===== config.mk =====
export PLATFORM = sky130hd
export DESIGN_NAME = game_ctl
export DESIGN_NICKNAME = d
export VERILOG_FILES = /design/src/rtl/game_ctl.sv
export SDC_FILE = /design/constraint.sdc
export NUM_CORES = 1
export LEC_CHECK = 0
export BUFFER_PORTS_ARGS = -buffer_cell sky130_fd_sc_hd__buf_4
export CAP_MARGIN = 10
export CORE_MARGIN = 8
export CORE_UTILIZATION = 49
export DETAILED_ROUTE_END_ITERATION = 12
export GPL_TIMING_DRIVEN = 0
export PLACE_DENSITY = 0.73
export SETUP_SLACK_MARGIN = 0.2
export SKIP_LAST_GASP = 1
export SYNTH_ARGS = -nofsm -noshare
export SYNTH_HDL_FRONTEND = slang
export SYNTH_SLANG_ARGS = --single-unit

===== constraint.sdc =====
create_clock -name pclk -period 1.77 [get_ports pclk]
set_clock_uncertainty 0.2 [all_clocks]
set_input_delay 0.531 -clock pclk [delete_from_list [all_inputs] [get_ports pclk]]
set_output_delay 0.531 -clock pclk [all_outputs]
set_load 0.02 [all_outputs]

===== src/rtl/game_ctl.sv =====
// Tic-tac-toe turn sequencer: owns the 3x3 board, alternates X/O, detects win/draw,
// and republishes the board to the drawing chain only on a vsync rising edge.
module game_ctl #(
   parameter int CELLS = 9
) (
   input  logic             pclk,
   input  logic             rst,
   input  logic             start,
   input  logic             click,
   input  logic [3:0]       click_cell,
   input  logic             vsync_in,
   output logic             start_en,
   output logic [CELLS-1:0] square_x,
   output logic [CELLS-1:0] square_o,
   output logic             player,
   output logic [1:0]       winner,
   output logic             game_over
);

   typedef enum logic [1:0] {IDLE, TURN, CHECK, DONE} state_t;

   localparam logic [CELLS-1:0] LINES [8] = '{
      9'h007, 9'h038, 9'h1C0,   // rows
      9'h049, 9'h092, 9'h124,   // columns
      9'h111, 9'h054            // diagonals
   };

   state_t           r_state;
   logic [CELLS-1:0] r_bx, r_bo;
   logic [3:0]       r_moves;
   logic             r_vsync_prev;

   logic [15:0]      w_occ;
   logic             w_cell_ok;
   logic [CELLS-1:0] w_onehot;
   logic [CELLS-1:0] w_pboard;
   logic             w_line;
   logic             w_vs_rise;

   // Indices 9..15 read as occupied, so one lookup rejects both bad index and taken cell.
   assign w_occ     = {7'h7F, r_bx | r_bo};
   assign w_cell_ok = ~w_occ[click_cell];
   assign w_onehot  = CELLS'(1) << click_cell;
   assign w_pboard  = player ? r_bo : r_bx;
   assign w_vs_rise = vsync_in & ~r_vsync_prev;

   always_comb begin
      w_line = 1'b0;
      for (int i = 0; i < 8; i++)
         if ((w_pboard & LINES[i]) == LINES[i]) w_line = 1'b1;
   end

   always_ff @(posedge pclk or negedge rst) begin
      if (!rst) begin
         r_state      <= IDLE;
         r_bx         <= '0;
         r_bo         <= '0;
         r_moves      <= '0;
         r_vsync_prev <= 1'b0;
         start_en     <= 1'b0;
         square_x     <= '0;
         square_o     <= '0;
         player       <= 1'b0;
         winner       <= 2'b00;
         game_over    <= 1'b0;
      end else begin
         r_vsync_prev <= vsync_in;
         if (w_vs_rise) begin
            square_x <= r_bx;
            square_o <= r_bo;
         end

         if (start) begin
            r_state   <= TURN;
            r_bx      <= '0;
            r_bo      <= '0;
            r_moves   <= '0;
            player    <= 1'b0;
            winner    <= 2'b00;
            start_en  <= 1'b1;
            game_over <= 1'b0;
         end else begin
            case (r_state)
               TURN: if (click && w_cell_ok) begin
                  if (player) r_bo <= r_bo | w_onehot;
                  else        r_bx <= r_bx | w_onehot;
                  r_moves <= 4'(r_moves + 4'd1);
                  r_state <= CHECK;
               end
               CHECK: begin
                  // A completed line wins even on the ninth move.
                  if (w_line) begin
                     winner    <= player ? 2'b10 : 2'b01;
                     r_state   <= DONE;
                     game_over <= 1'b1;
                  end else if (r_moves == 4'd9) begin
                     winner    <= 2'b11;
                     r_state   <= DONE;
                     game_over <= 1'b1;
                  end else begin
                     player  <= ~player;
                     r_state <= TURN;
                  end
               end
               default: ;
            endcase
         end
      end
   end

endmodule


==> summary.md <==
| Metric | Value |
|---|---|
| Routed Antenna Nets | 0 |
| Total CTS buffers | 5 |
| Slew HR | 59.6% |
| Worst setup margin | -258 ps |
| Register area share after synthesis | a little over half |
| CP Capture Type | flip-flop |
| Sink Count | 48 |
| Root Buffer | clkbuf_8 |
| Core area | approximately 4400 µm² |
| Nets | around 290 |
| Iteration-0 DRC Markers | about 150 |
| R2r worst-path depth | 5 |
| Synth cell types | 42 |
| Post-Syn Area | 2240 µm² |
| Crit-path max FO | 5 |
| Synth Area per Inst | 10.3 µm² |
| Die width | 83.6 µm |
| Post-synth EDFFs | 0 |
| Largest net degree at the start of global routing | 49 |
| DR vias | 1973 |
| CP endpoint | r_moves[3] |
| Worst EP required | 1760 ps |
| Gp weighted congestion | 0.901 |
| Yosys top cell by area | dfrtp_1 |
| DR pass1 iterations | 4 |
| Worst R2R End | r_moves[1] |
| Overflow left after global routing | 0 |
| Final Hold Fails | 0 |
| Synth area leaders | dfrtp_1 54%, o32ai_1 5.5%, nand2_1 3.9% |
| Worst-path clk slew | 80 ps |
| # hold bufs at CTS | 0 |
| Synthesized Nets | 229 |
| Cells after Synth | 218 |
| Reg-to-reg startpoint | r_bx[7] |
| Die height | 83.6 µm |
| Synth top cells by count | 48 x dfrtp_1, 23 x nand2_1, 20 x inv_1, 18 x nor2_1, 15 x o21ai_0 |
| Hold Crit Class | in -> async |
| Outcome | finished with violations |
| Initial Util | 51.1% |
| Wire per inst | between 15 and 20 µm |
| Top delay family on crit path | simple AND/OR/NAND/NOR gates |
| Sum Neg Setup Slack | -4380 ps |
| Final Slew Violations | 0 |
| Vias per cell | 6.02 |
| H-tree Lvls | 2 |
| LEAKAGE | 1.34 nW |
| Row count | 24 |
| Tmin final | 2030 ps |
| Remaining DRCs | 0 |
| Final period util | 115% |
| N_diodes | 0 |
| Asr flop ratio synth | 100% |
| Violated checks | negative setup slack |
| Setup violations, final | 27 |
| Pwr Density | between 600 and 700 nW/µm² |
| GRT Overall Usage | 17.2% |
| Worst endpoint data arrival time | 2010 ps |
| HPWL after DPL | 4.11 mm |
| Vias in the first global route | 2005 |
| Register bit count reported by yosys | 48 |
| Input/output buffers | 31 |
| Cell depth of the worst setup path | 6 |
| Critical-path cell list | buf_12 > or4b_4 > nor3_4 > and2_1 > a211o_1 > mux2_4 |
| CTS tree | done |
| Unrepaired setup endpoints after global routing | true |
| CP bufs+invs | 1 |
| Boundary Pins | 32 |
| CTS max path bufs | 2 |
| First-pass GRT wire length | 9.94 mm |
| Worst-skew pair later-pin latency | about 300 ps |
| Max-cap viol count | 0 |
| Syn. warnings | 0 |
| Worst vdd ir | 0.465 mV |
| Worst Setup SP | click_cell[1] |
| Area growth from synthesis to layout | 44.6% |
| WHS | 25.1 ps |
| Critical path class | in -> reg |
| Post-Route WL | 6.30 mm |
| Worst Tran Pin Value | 606 ps |
| F_max | 493 MHz |
| Post-synth top area share | 53.6% |
| Fill cell count | roughly 300 |
| Initial antenna violation count | 0 |
| Fraction of layout cells with a size suffix above 1 | 45.7% |
| Most numerous cell in the Yosys netlist | dfrtp_1 |
| CP peak stage delay | 550 ps |
| FF-to-FF setup slack | -200 ps |
| Die ar. | 7000 µm² |
| CP startpoint kind | input port |
| Slowest cell on the critical path | or4b_4 |
| Top FF cell, synth | dfrtp_1 |
[final cells by class]
| type | instances | area [µm²] | share of cell area [%] |
|---|---|---|---|
| well taps | 52 | 65.1 | 2.01 |
| repair buffers | 50 | 523 | 16.1 |
| plain buffers | 10 | 72.6 | 2.24 |
| multi-input cells | 140 | 1220 | 37.5 |
| inverters | 20 | 75.1 | 2.31 |
| clock buffers | 7 | 76.3 | 2.35 |
| clock inverters | 1 | 5.00 | 0.154 |
| flip-flops and latches | 48 | 1210 | 37.3 |
[per-stage QoR]
step | worst slack (ps) | util (%) | instances | instance area, µm² | total power, mW
5_1_grt | -280 | 74.0 | 328 | 3240 | 2.11
3_3_place_gp | -715 | 60.2 | 301 | 2640 | 1.34
2_1_floorplan | -337 | - | 218 | 2340 | 1.26
6_report | -258 | 74.0 | 328 | 3240 | 2.03
3_5_place_dp | -715 | 60.2 | 301 | 2640 | 1.34
4_1_cts | -284 | 69.1 | 322 | 3030 | 2.00
[metal layers]
metal	track usage (%)	vias up	routed length, µm
met4	5.18	0	90
met1	22.4	995	2730
met2	27.8	71	3140
li1	-	895	-
met3	3.61	12	343
met5	0	-	0
[cell families after synthesis]
logic type               Yosys count  share of synthesized area [%]
AO/OA/AOI/OAI                     59                           19.9
adder cells (fa/ha/maj)            2                           1.12
buffers and inverters             30                           5.41
flip-flops                        48                           53.6
multiplexers                       8                           4.02
AND/OR/NAND/NOR                   71                           16.0
[state kept, by name, summed over array words and instances, names as in the netlist, 2 cells and up]
| name | count |
|---|---|
| square_x | 9 |
| r_moves | 4 |
| winner | 2 |
| r_bo | 9 |
| r_bx | 9 |
| r_state | 2 |
| square_o | 9 |
[timing repair]
action | 4_1_cts | 5_1_grt
gates resized for setup | 49 | 34
pin swaps | 14 | 11
setup endpoints to repair | 47 | 66
setup buffers | 13 | 5
cloned | 0 | 1
[worst register-to-register path, delay by kind of cell, from the launching register on]
| kind | cells | cell delay (ps) |
|---|---|---|
| buf+inv | 1 | 110 |
| compound gates | 3 | 890 |
| flops | 1 | 330 |
| mux | 1 | 330 |
[how the worst min path moves through the flow]
| stage | startpoint | slack (ps) | end |
|---|---|---|---|
| after global routing | rst | 90 | square_o[2] |
| after CTS | rst | 60 | square_o[2] |
| after global placement | start_en | 250 | start_en |
| after detailed placement | start_en | 260 | start_en |
| after floorplan | rst | 40 | game_over |
| final | rst | 30 | square_o[2] |
[power breakdown]
group          internal (mW)  total (mW)  switching (mW)
registers               1.11        1.13          0.0157
clock network          0.278       0.629           0.351
logic                  0.120       0.279           0.159
total                   1.51        2.03           0.526
[placed cells by master, fill, tap and decap left out, types with 2 or more instances in the layout]
cell / count
dfrtp_2: 7
o32ai_2: 14
nand2b_1: 4
clkbuf_2: 5
o22ai_1: 3
nor2b_1: 4
nand2_1: 20
buf_6: 25
buf_8: 3
buf_4: 21
a211o_1: 2
a22oi_1: 3
clkbuf_8: 6
mux2_4: 3
ha_1: 2
dfrtp_1: 41
o21ai_0: 15
nor3_4: 2
nor2_2: 2
o221ai_4: 2
nand3b_1: 2
nand4_1: 2
inv_1: 19
mux2_2: 5
nor2_1: 14
nand2_2: 3
a22oi_2: 5
clkbuf_1: 4
or2_2: 2
o221a_2: 2
o22ai_4: 2
nand3_1: 3
o2bb2ai_1: 3
nor2_4: 2
buf_12: 2
(Power assumes the default switching activity.)
